===== src/rtl/pixfetch_pkg.sv =====
// pixfetch_pkg
// Shared constants, FSM state type and the map address helper for the
// pixel fetch arbiter. Optional build macro: PIXFETCH_HFLIP_EN (see
// pixfetch_addr_gen).
package pixfetch_pkg;

    localparam int MAP_W      = 320;
    localparam int MAP_DEPTH  = 76800;
    localparam int SPR_W      = 16;
    localparam int SPR_H      = 16;
    localparam int CHAR_DEPTH = 6613;
    localparam int STARVE_MAX = 15;

    localparam int MAP_AW     = 19;
    localparam int CHAR_AW    = 13;
    localparam int PIX_W      = 8;
    localparam int COORD_W    = 9;
    localparam int FRAME_W    = 5;
    localparam int DIFF_W     = 10;
    localparam int CADDR_W    = 14;
    localparam int SPR_XB     = $clog2(SPR_W);
    localparam int SPR_YB     = $clog2(SPR_H);
    localparam int STARVE_W   = $clog2(STARVE_MAX + 1);

    localparam logic [PIX_W-1:0] TRANS_KEY = 8'h00;

    typedef enum logic [1:0] {
        IDLE,
        ISSUE,
        WAIT,
        OUT
    } fsm_state_t;

    // Linear map RAM address for a map-space coordinate, row-major.
    function automatic logic [MAP_AW-1:0] map_addr(input logic [COORD_W-1:0] x,
                                                   input logic [COORD_W-1:0] y);
        return MAP_AW'(y) * MAP_AW'(MAP_W) + MAP_AW'(x);
    endfunction

endpackage


===== src/rtl/pixfetch_addr_gen.sv =====
// pixfetch_addr_gen
// Combinational sprite hit test plus map / char RAM read addresses and
// their bounds flags. With PIXFETCH_HFLIP_EN defined, a set spr_hflip
// mirrors the sprite column; otherwise spr_hflip is ignored.
module pixfetch_addr_gen import pixfetch_pkg::*; (
    input  logic [COORD_W-1:0] pix_x,
    input  logic [COORD_W-1:0] pix_y,
    input  logic [COORD_W-1:0] spr_x,
    input  logic [COORD_W-1:0] spr_y,
    input  logic [FRAME_W-1:0] spr_frame,
    input  logic               spr_hflip,
    output logic [MAP_AW-1:0]  map_rd_addr,
    output logic               map_oob,
    output logic [CHAR_AW-1:0] char_rd_addr,
    output logic               spr_hit
);

    logic [DIFF_W-1:0]  dx;
    logic [DIFF_W-1:0]  dy;
    logic               in_box;
    logic [SPR_XB-1:0]  col;
    logic [CADDR_W-1:0] char_lin;
    logic               char_oob;
    logic [MAP_AW-1:0]  map_lin;

    // Pixel offset inside the sprite box; the ordering tests reject wrapped offsets.
    always_comb begin
        dx     = DIFF_W'(pix_x) - DIFF_W'(spr_x);
        dy     = DIFF_W'(pix_y) - DIFF_W'(spr_y);
        in_box = (pix_x >= spr_x) && (pix_y >= spr_y) &&
                 (dx < DIFF_W'(SPR_W)) && (dy < DIFF_W'(SPR_H));
    end

`ifdef PIXFETCH_HFLIP_EN
    // Mirrored sprites read their columns counting in from the right edge.
    always_comb begin
        col = spr_hflip ? (SPR_XB'(SPR_W - 1) - dx[SPR_XB-1:0]) : dx[SPR_XB-1:0];
    end
`else
    logic unused_hflip;

    // Flip support is compiled out, so the column is the raw offset.
    always_comb begin
        col          = dx[SPR_XB-1:0];
        unused_hflip = spr_hflip;
    end
`endif

    // Char RAM address; anything past the end of the RAM counts as a miss and reads address 0.
    always_comb begin
        char_lin     = CADDR_W'(spr_frame) * CADDR_W'(SPR_W * SPR_H) +
                       CADDR_W'(dy[SPR_YB-1:0]) * CADDR_W'(SPR_W) + CADDR_W'(col);
        char_oob     = (char_lin >= CADDR_W'(CHAR_DEPTH));
        spr_hit      = in_box && !char_oob;
        char_rd_addr = spr_hit ? char_lin[CHAR_AW-1:0] : '0;
    end

    // Map RAM address; off-map coordinates read address 0 and are flagged so the pixel is blanked.
    always_comb begin
        map_lin     = map_addr(pix_x, pix_y);
        map_oob     = (map_lin >= MAP_AW'(MAP_DEPTH));
        map_rd_addr = map_oob ? '0 : map_lin;
    end

endmodule


===== src/rtl/pixel_fetch_arbiter.sv =====
// pixel_fetch_arbiter
// Fetches one map pixel and one sprite pixel per request, composites the
// sprite over the map and returns a palette index. Shares the RAM write
// ports with the asset loader, with a starvation guard for writes.
// Optional build macro: PIXFETCH_HFLIP_EN (horizontal sprite mirroring).
module pixel_fetch_arbiter import pixfetch_pkg::*; (
    input  logic               Clk,
    input  logic               Reset_n,
    input  logic               pix_valid,
    output logic               pix_ready,
    input  logic [COORD_W-1:0] pix_x,
    input  logic [COORD_W-1:0] pix_y,
    input  logic [COORD_W-1:0] spr_x,
    input  logic [COORD_W-1:0] spr_y,
    input  logic [FRAME_W-1:0] spr_frame,
    input  logic               spr_hflip,
    output logic               out_valid,
    input  logic               out_ready,
    output logic [PIX_W-1:0]   out_pix,
    input  logic               wr_valid,
    output logic               wr_ready,
    input  logic               wr_sel,
    input  logic [MAP_AW-1:0]  wr_addr,
    input  logic [PIX_W-1:0]   wr_data,
    output logic               map_we,
    output logic [MAP_AW-1:0]  map_wr_addr,
    output logic [MAP_AW-1:0]  map_rd_addr,
    output logic [PIX_W-1:0]   map_din,
    input  logic [PIX_W-1:0]   map_dout,
    output logic               char_we,
    output logic [CHAR_AW-1:0] char_wr_addr,
    output logic [CHAR_AW-1:0] char_rd_addr,
    output logic [PIX_W-1:0]   char_din,
    input  logic [PIX_W-1:0]   char_dout
);

    fsm_state_t            state;
    logic                  in_idle;
    logic [COORD_W-1:0]    req_pix_x;
    logic [COORD_W-1:0]    req_pix_y;
    logic [COORD_W-1:0]    req_spr_x;
    logic [COORD_W-1:0]    req_spr_y;
    logic [FRAME_W-1:0]    req_frame;
    logic                  req_hflip;
    logic [STARVE_W-1:0]   starve_cnt;
    logic                  starve_full;
    logic                  accept;
    logic                  wr_grant;
    logic                  map_oob;
    logic                  spr_hit;

    pixfetch_addr_gen u_addr_gen (
        .pix_x        (req_pix_x),
        .pix_y        (req_pix_y),
        .spr_x        (req_spr_x),
        .spr_y        (req_spr_y),
        .spr_frame    (req_frame),
        .spr_hflip    (req_hflip),
        .map_rd_addr  (map_rd_addr),
        .map_oob      (map_oob),
        .char_rd_addr (char_rd_addr),
        .spr_hit      (spr_hit)
    );

    // A saturated starvation count lets a pending write pre-empt the next read.
    assign starve_full = (starve_cnt == STARVE_W'(STARVE_MAX));
    assign wr_ready    = in_idle && (!pix_valid || starve_full);
    assign pix_ready   = in_idle && !(starve_full && wr_valid);
    assign accept      = pix_valid && pix_ready;
    assign wr_grant    = wr_valid && wr_ready;

    assign map_we       = wr_grant && !wr_sel;
    assign char_we      = wr_grant && wr_sel;
    assign map_wr_addr  = wr_addr;
    assign char_wr_addr = wr_addr[CHAR_AW-1:0];
    assign map_din      = wr_data;
    assign char_din     = wr_data;

    // Request sequencer: latch request, present addresses, compose after the RAM latency, hold until taken.
    always_ff @(posedge Clk or negedge Reset_n) begin
        if (!Reset_n) begin
            state     <= IDLE;
            in_idle   <= 1'b0;
            out_valid <= 1'b0;
            out_pix   <= '0;
            req_pix_x <= '0;
            req_pix_y <= '0;
            req_spr_x <= '0;
            req_spr_y <= '0;
            req_frame <= '0;
            req_hflip <= 1'b0;
        end else begin
            case (state)
                IDLE: begin
                    in_idle <= 1'b1;
                    if (accept) begin
                        req_pix_x <= pix_x;
                        req_pix_y <= pix_y;
                        req_spr_x <= spr_x;
                        req_spr_y <= spr_y;
                        req_frame <= spr_frame;
                        req_hflip <= spr_hflip;
                        in_idle   <= 1'b0;
                        state     <= ISSUE;
                    end
                end
                ISSUE: begin
                    state <= WAIT;
                end
                WAIT: begin
                    if (map_oob) begin
                        out_pix <= '0;
                    end else if (spr_hit && (char_dout != TRANS_KEY)) begin
                        out_pix <= char_dout;
                    end else begin
                        out_pix <= map_dout;
                    end
                    out_valid <= 1'b1;
                    state     <= OUT;
                end
                OUT: begin
                    if (out_ready) begin
                        out_valid <= 1'b0;
                        in_idle   <= 1'b1;
                        state     <= IDLE;
                    end
                end
                default: begin
                    out_valid <= 1'b0;
                    in_idle   <= 1'b0;
                    state     <= IDLE;
                end
            endcase
        end
    end

    // Count cycles a write has been refused; saturates and clears once the write is granted.
    always_ff @(posedge Clk or negedge Reset_n) begin
        if (!Reset_n) begin
            starve_cnt <= '0;
        end else if (wr_grant) begin
            starve_cnt <= '0;
        end else if (wr_valid && !starve_full) begin
            starve_cnt <= starve_cnt + 1'b1;
        end
    end

endmodule


===== config.mk =====
export PLATFORM = sky130hd
export DESIGN_NAME = pixel_fetch_arbiter
export DESIGN_NICKNAME = d
export VERILOG_FILES = /design/src/rtl/pixfetch_pkg.sv /design/src/rtl/pixfetch_addr_gen.sv /design/src/rtl/pixel_fetch_arbiter.sv
export SDC_FILE = /design/constraint.sdc
export NUM_CORES = 1
export LEC_CHECK = 0
export BUFFER_PORTS_ARGS = -buffer_cell sky130_fd_sc_hd__buf_2
export CAP_MARGIN = 5
export CORE_MARGIN = 5
export CORE_UTILIZATION = 40
export CTS_BUF_LIST = sky130_fd_sc_hd__clkbuf_16
export DETAILED_ROUTE_END_ITERATION = 8
export GPL_ROUTABILITY_DRIVEN = 0
export GPL_TIMING_DRIVEN = 0
export PLACE_DENSITY = 0.67
export SYNTH_ARGS = -nofsm -noshare
export SYNTH_HDL_FRONTEND = slang
export SYNTH_HIERARCHICAL = 1
export SYNTH_SLANG_ARGS = --single-unit

===== constraint.sdc =====
create_clock -name Clk -period 11 [get_ports Clk]
set_input_delay 2.2 -clock Clk [delete_from_list [all_inputs] [get_ports Clk]]
set_output_delay 2.2 -clock Clk [all_outputs]
set_load 0.02 [all_outputs]

# After elaboration in Yosys (flattened, before gate mapping)
# Cells that the tools add are included.
# classes
addsub	6
n_mul	1
order_cmp	6
eq_ne	6
muxes	14
reduce_logical	28
# op_table
operator	count
< comparator 10 x 5 -> 1 bit (second input constant)	2
subtractor 9 x 9 -> 10 bit	2
adder 18 x 9 -> 19 bit	1
>= comparator 19 x 17 -> 1 bit (second input constant)	1
two-way mux 19 bit	1
>= comparator 9 bit	2
two-way mux 8 bit	2
adder 13 x 8 -> 14 bit	1
adder 14 x 4 -> 14 bit	1
>= comparator 14 x 13 -> 1 bit (second input constant)	1
logical AND 1 bit	13
two-way mux 13 bit	1
multiplier 9 x 3 -> 12 bit (second input constant)	1
two-way mux 4 bit	2
one-hot mux 2 bit (4 select lines)	1
AND reduction 2 bit	4
nonzero test 8 bit	1
nonzero test 2 bit	3
logical NOT 1 bit	5
adder 4 x 1 -> 4 bit (second input constant)	1
equality test 2 bit (second input constant)	2
equality test 4 bit (second input constant)	1
two-way mux 2 bit	2
inequality test 2 bit (second input constant)	2
other kinds (5)	8
# word_totals
register_bits	57
input_bits	91

# Depth between registers and ports, before layout
# Gate-level depths: netlist of the first run.
# logic_depth
word_depth	9
ltp_mapped	17
mapped_depth_nobuf	15

# Hierarchy
# Netlist of the first run, hierarchy kept.
# modules_own_cells
mod	instances	cells_per_inst	area_each_um2	seq_area_each_um2
pixel_fetch_arbiter	1	234	3055.4	1451.4
pixfetch_addr_gen	1	254	1786.7	0.0

# Worst setup path after synthesis of the first run
# OpenSTA, ideal clock, no wires.
# synth_timing
path_type	input-to-output
start	in pix_valid
end	out map_we
t_arrival_ns	3.403
required_time_ns	8.800
setup_slack_ns	5.397
stages	3
path_cell_list	a21boi_0 > and2_2 > nor2b_1
# synth_between
elab_chain_cells	5
# synth_rtl
element	line	source
start, declared	pixel_fetch_arbiter.sv:9	input logic pix_valid,
logical NOT 1 bit	pixel_fetch_arbiter.sv:67	assign wr_ready = in_idle && (!pix_valid || starve_full);
logical OR 1 bit	pixel_fetch_arbiter.sv:67	
logical AND 1 bit	pixel_fetch_arbiter.sv:67	
logical AND 1 bit	pixel_fetch_arbiter.sv:70	assign wr_grant = wr_valid && wr_ready;
logical AND 1 bit	pixel_fetch_arbiter.sv:72	assign map_we = wr_grant && !wr_sel;
end, declared	pixel_fetch_arbiter.sv:25	output logic map_we,
# Every way passes these cells.

# Worst setup path in the final report of the first run
# layout_timing
start	reg req_pix_y[1]
end	out map_rd_addr[13]
# layout_between
elab_chain_cells	4
# layout_rtl
element	line	source
start, declared	pixel_fetch_arbiter.sv:40	logic [COORD_W-1:0] req_pix_y;
start signal, assigned	pixel_fetch_arbiter.sv:98	req_pix_y <= pix_y;
multiplier 9 x 3 -> 12 bit	pixfetch_pkg.sv:37	return MAP_AW'(y) * MAP_AW'(MAP_W) + MAP_AW'(x);
adder 18 x 9 -> 19 bit	pixfetch_pkg.sv:37	
>= comparator 19 x 17 -> 1 bit	pixfetch_addr_gen.sv:61	map_oob = (map_lin >= MAP_AW'(MAP_DEPTH));
net map_oob	pixel_fetch_arbiter.sv:49	logic map_oob;
two-way mux 19 bit	pixfetch_addr_gen.sv:62	map_rd_addr = map_oob ? '0 : map_lin;
end, declared	pixel_fetch_arbiter.sv:27	output logic [MAP_AW-1:0] map_rd_addr,
# The timed path passes the listed nets, and every way through them passes these cells.

==> qor.csv, run 1 <==
stage,metric,value,unit
route,dr.first_iter.drc_count,101,
timing,timing.setup.tns,0,ns
timing,maxSlewHeadroom,52.5,%
global_routing,antenna_found_initial,0,
critical_path,cpPeakStageDelay,0.46,ns
route,drt_wl_total,11500,microns
run,max_cap_viol_count,0,
critical_path,critPathKind,reg2out,
floorplanning,die_area,14300,sq um
status,outcome,completed,
floorplanning,die_w,120,microns
critical_path,path_buf_inv,3,
timing,worst_pin_slew,0.712,ns
clock_tree,cts_resized,0,
finish,final_cell_area,6010,sq um
logic_synthesis,yosys_warnings,6,
timing,maxSlewViolCount,0,
clock_tree,cts_tree,built,
critical_path,endpoint_kind,primary output,
finish,syn_to_final_growth,25.2,%
timing,rsz0062_at_grt,no,
route,ant_nets,0,
logic_synthesis,syn_inst,486,
placement,port_buffers,153,
placement,placed_area,5760,sq um
floorplanning,initial_core_util,40.3,%
global_routing,grt_pass1_wl,18700,microns
pwr,power_density,384,nW/um^2
clock_tree,postCtsHoldBufs,0,
floorplanning,io_pins,184,
clock_tree,clk_latency,0.33,ns
finish,fin_util,50.5,%
clock_tree,clock-sinks,57,
clock_tree,clk_path_buf_depth,2,
finish,drive_above_1_share,42.4,%
timing,period_share,55.9,%
logic_synthesis,synth_area_per_cell,9.88,sq um
critical_path,startpoint_type,register,
finish,n_fill_cell,1148,
global_routing,grt.overflow.total,0,
pwr,peakVddDrop,0.153,mV
timing,skew,0.00887,ns
global_routing,grt_usage,16.0,%
timing,setup_viol,0,
finish,num-nets-final,786,
placement,hpwl,9520,microns
clock_tree,cts_made_buffers,9,
timing,fin_crit,6.15,ns
critical_path,cp_max_fo,10,
pwr,p_leak,3.12,nW
critical_path,critPathArrivalTime,3.95,ns
critical_path,crit_slowest_cell,dfrtp_1,
worst_hold_path,hold_path.class,reg2reg,
clock_tree,post_cts_buffers,0,
route,wl_per_cell,14.3,microns
global_routing,grt_pass1_vias,4016,
critical_path,required,8.80,ns
route,dr.pass1.iters,4,
clock_tree,cts-htree-levels,3,
finish,antenna_cells,0,
global_routing,grt_max_degree,58,
floorplanning,row_count,40,
route,drc,0,
logic_synthesis,syn_area,4800,sq um
floorplanning,die_h,120,microns
clock_tree,clkTransAtPathRegs,0.05,ns
route,vias,3954,
route,vias_per_cell,4.93,
timing,finalHoldViolCount,0,
critical_path,path_cells,ha_1 -> ha_1 -> inv_1 -> fa_1 -> xnor2_1 -> nand2_1 -> nor4_2 -> nand2_1 -> and4_1 -> o32ai_1 -> a21o_1 -> buf_4 -> nor2_1 -> buf_2,
clock_tree,cts_root_buf,clkbuf_16,
floorplanning,core_area,11900,sq um
critical_path,crit_family,adder cells,
timing,max_freq,163,MHz
final timing paths:
path	start	endpoint	slack (ns)	depth (start not counted)
worst max-delay path	req_pix_y[1]$_DFFE_PN0P_	map_rd_addr[13]	4.85	14
worst min-delay path	req_spr_x[4]$_DFFE_PN0P_	req_spr_x[4]$_DFFE_PN0P_	0.51	1
worst max register to register	req_pix_y[1]$_DFFE_PN0P_	out_pix[2]$_DFFE_PN0P_	6.50	17
worst min register to register	req_spr_x[4]$_DFFE_PN0P_	req_spr_x[4]$_DFFE_PN0P_	0.51	1
max in group asynchronous	Reset_n	req_spr_x[6]$_DFFE_PN0P_	8.59	1
min in group asynchronous	Reset_n	starve_cnt[0]$_DFFE_PN0P_	1.92	1
routing by layer:
metal | GRT usage, % | vias up | share of wire (%)
met4 | 4.37 | 0 | 0.99
met2 | 27.6 | 151 | 48
li1 | - | 1957 | -
met5 | 0 | - | 0
met3 | 5.09 | 13 | 8.8
met1 | 19.3 | 1833 | 42
cells in the final DEF (no fill, tap or decap), types with 5 or more instances in the layout:
cell type    n
a21o_1       8
a21oi_1     12
and2_1       8
buf_2      152
buf_4       53
clkbuf_16    9
dfrtp_1     57
ha_1        40
inv_1       53
mux2_4      38
mux2i_1     11
nand2_1     21
nand3_1      5
nor2_1      33
nor2b_1     18
nor3_1       7
o21ai_0     15
o221ai_1    10
xnor2_1     13
xor2_1       7
final cells by class:
class	instances	area, sq um	share of cell area [%]
plain buffers	60	493	8.20
clock buffers	9	225	3.75
clock inverters	6	27.5	0.458
inverters	52	195	3.25
multi-input cells	318	2690	44.8
flip-flops and latches	57	1430	23.7
well taps	147	184	3.06
repair buffers	153	768	12.8
flip-flops by register name, summed over array words and instances, names as in the netlist:
signal,flops
req_spr_y,9
out_pix,8
in_idle,1
req_spr_x,9
req_frame,5
starve_cnt,4
req_pix_x,9
req_pix_y,9
out_valid,1
state,2
report_power, final:
| part | leakage, nW | internal [W] | switching [W] | total, W |
|---|---|---|---|---|
| clock | 0.133 | 0.000147 | 0.0000908 | 0.000238 |
| sequential | 0.684 | 0.000314 | 0.0000881 | 0.000402 |
| combinational | 2.31 | 0.000741 | 0.000929 | 0.00167 |
metrics by stage:
step / hold slack (ns) / total power, W / std cells / setup slack, ns
after floorplan: 0.482 / 0.00167 / 487 / 5.40
after global placement: 0.497 / 0.00203 / 787 / 5.24
after detailed placement: 0.494 / 0.00208 / 787 / 5.17
after CTS: 0.515 / 0.00233 / 802 / 4.82
after global routing: 0.524 / 0.00252 / 802 / 4.47
final: 0.510 / 0.00231 / 802 / 4.85
Note: power is estimated with default switching activity, not from simulation.
==> run 2, diff against run 1 <==
Settings changed: PLACE_DENSITY 0.67 to 0.7.
Clock period 11 ns to 4.9 ns, I/O delays scaled along.
==> run 2 against run 1 <==
Sequential power is 120% higher. Clock skew is 0.0020 ns lower. Flip-flop and latch count stayed put. Core utilization is 0.99 points higher. Non-clock buffer count is 2 higher. Register-to-register slack worse by 5.8 ns. Via count is 0.56% higher. Global-route usage is 0.11 points lower. Worst hold slack worse by 0.0013 ns. Clock-buffer cell count stayed put. First-iteration DRC count is 8.9% higher. Combinational power is 140% higher. Critical endpoint unchanged. Largest cell class unchanged.
==> qor.csv, run 2 (synthesis results as in run 1) <==
stage,metric,value,unit
timing,setup_viol,0,
route,ant_nets,0,
route,wl_per_cell,14.3,microns
route,dr.pass1.iters,6,
floorplanning,die_area,14300,sq um
clock_tree,cts_tree,built,
global_routing,grt_pass1_vias,4060,
critical_path,critPathKind,reg2out,
finish,layout.cells.most_common,buf_2,
floorplanning,core_area,11900,sq um
pwr,power_density,890,nW/um^2
clock_tree,cts_root_buf,clkbuf_16,
run,max_cap_viol_count,0,
floorplanning,die_w,120,microns
timing,worst_pin_slew,0.726,ns
clock_tree,clkTransAtPathRegs,0.05,ns
route,dr.first_iter.drc_count,110,
placement,dp.cells,787,
clock_tree,cts_made_buffers,9,
global_routing,grt_usage,15.9,%
finish,stdcell_count,804,
floorplanning,initial_core_util,40.3,%
global_routing,grt_max_degree,58,
pwr,peakVddDrop,0.359,mV
floorplanning,io_pins,184,
timing,holdWs,0.508,ns
clock_tree,clk_path_buf_depth,2,
status,outcome,completed,
timing,max_freq,213,MHz
floorplanning,die_h,120,microns
critical_path,required,3.92,ns
critical_path,endpoint_kind,primary output,
route,drt_wl_total,11500,microns
finish,final_cell_mix,"buf_2 (152), dfrtp_1 (56), buf_4 (55)",
route,vias,3976,
critical_path,r2r_setup_slack,0.69,ns
floorplanning,row_count,40,
clock_tree,cts-htree-levels,3,
placement,port_buffers,153,
worst_hold_path,min_to,req_spr_y[3]$_DFFE_PN0P_,
global_routing,antenna_found_initial,1,
timing,fin_crit,4.70,ns
critical_path,r2r-end,out_pix[3]$_DFFE_PN0P_,
global_routing,grt.overflow.total,0,
worst_hold_path,hp-start,req_spr_y[3]$_DFFE_PN0P_,
critical_path,r2r-start,req_pix_y[1]$_DFFE_PN0P_,
finish,syn_to_final_growth,27.6,%
critical_path,critPathArrivalTime,3.72,ns
route,vias_per_cell,4.95,
global_routing,grt_pass1_wl,18900,microns
finish,final_cell_area,6130,sq um
route,drc,0,
placement,hpwl,9400,microns
clock_tree,clk_latency,0.32,ns
worst_hold_path,min_path_cells,1,
critical_path,cp_max_fo,10,
finish,drive_above_1_share,44.0,%
critical_path,startpoint_type,register,
finish,antenna_cells,0,
finish,fin_util,51.4,%
critical_path,reg2reg_depth,17,
clock_tree,clock-sinks,57,
timing,maxSlewHeadroom,51.6,%
pwr,p_leak,3.16,nW
timing,maxSlewViolCount,0,
timing,period_share,96.0,%
timing,finalHoldViolCount,0,
placement,placed_area,5760,sq um
worst_hold_path,hold_path.class,reg2reg,
finish,num-nets-final,788,
timing,skew,0.00687,ns
-- run 2: cell types whose count changed in the layout (fill, tap and decap cells not counted), moves of 2 or more --
cell / delta
xnor2_2: +2
xnor2_1: -2
nor4_4: +2
buf_4: +2
nor4_2: -2
clkinv_2: -2
-- run 2: layer usage --
| metal | track usage [%] | wire [microns] | share of wire (%) |
|---|---|---|---|
| met5 | 0 | 13 | 0.11 |
| met4 | 3.36 | 85 | 0.74 |
| met3 | 5.14 | 946 | 8.2 |
| met2 | 27.3 | 5580 | 49 |
| met1 | 19.6 | 4860 | 42 |
-- run 2: per-stage QoR --
stage	TNS [ns]	power [W]	worst slack, ns
5_1_grt	-0.688	0.00592	-0.0841
6_report	0	0.00545	0.196
3_5_place_dp	0	0.00466	0.259
2_1_floorplan	0	0.00375	0.681
3_3_place_gp	0	0.00454	0.362
4_1_cts	0	0.00530	0.0212
-- run 2: worst max-delay path, cell delays in order (launching register included) --
cell     delay, ns
dfrtp_2       0.46
ha_1          0.32
ha_1          0.23
inv_1         0.07
fa_1          0.47
nor2b_1       0.16
nand2_1       0.13
nor4_4        0.31
nand2_1       0.10
and4_1        0.19
o32ai_2       0.28
a21o_1        0.24
buf_4         0.22
nor2_1        0.05
buf_2         0.16
-- run 2: cell type report --
| class | count | area [sq um] |
|---|---|---|
| clock buffer | 9 | 225 |
| clock inverter | 6 | 51.3 |
| inverter | 52 | 195 |
| tap | 147 | 184 |
| buffer | 60 | 493 |
| multi-input combinational | 318 | 2770 |
| sequential | 57 | 1430 |
| timing repair buffer | 155 | 783 |
| fill | 1092 | 5780 |
-- run 2: worst max path at each step --
stage / endpoint / cells after the start / startpoint
floorplan: map_rd_addr[0] / 13 / req_pix_y[1]$_DFFE_PN0P_
global placement: map_rd_addr[6] / 14 / req_pix_y[1]$_DFFE_PN0P_
detailed placement: map_rd_addr[7] / 14 / req_pix_y[1]$_DFFE_PN0P_
CTS: map_rd_addr[7] / 14 / req_pix_y[1]$_DFFE_PN0P_
global route: map_rd_addr[0] / 14 / req_pix_y[1]$_DFFE_PN0P_
finish: map_rd_addr[13] / 14 / req_pix_y[1]$_DFFE_PN0P_
-- run 2: what timing repair did --
item / 4_1_cts / 5_1_grt
gates resized for setup: 2 / 12
setup endpoints to repair: 9 / 16
hold buffers: 0 / 0
buffers inserted: 0 / 2
pin swaps: 0 / 2
-- run 2: power by group --
| group | switching, W | total (W) | internal [W] | leakage (nW) |
|---|---|---|---|---|
| combinational | 0.00218 | 0.00396 | 0.00178 | 2.34 |
| sequential | 0.000198 | 0.000904 | 0.000706 | 0.683 |
| clock | 0.000201 | 0.000583 | 0.000382 | 0.141 |
| total | 0.00258 | 0.00545 | 0.00287 | 3.16 |
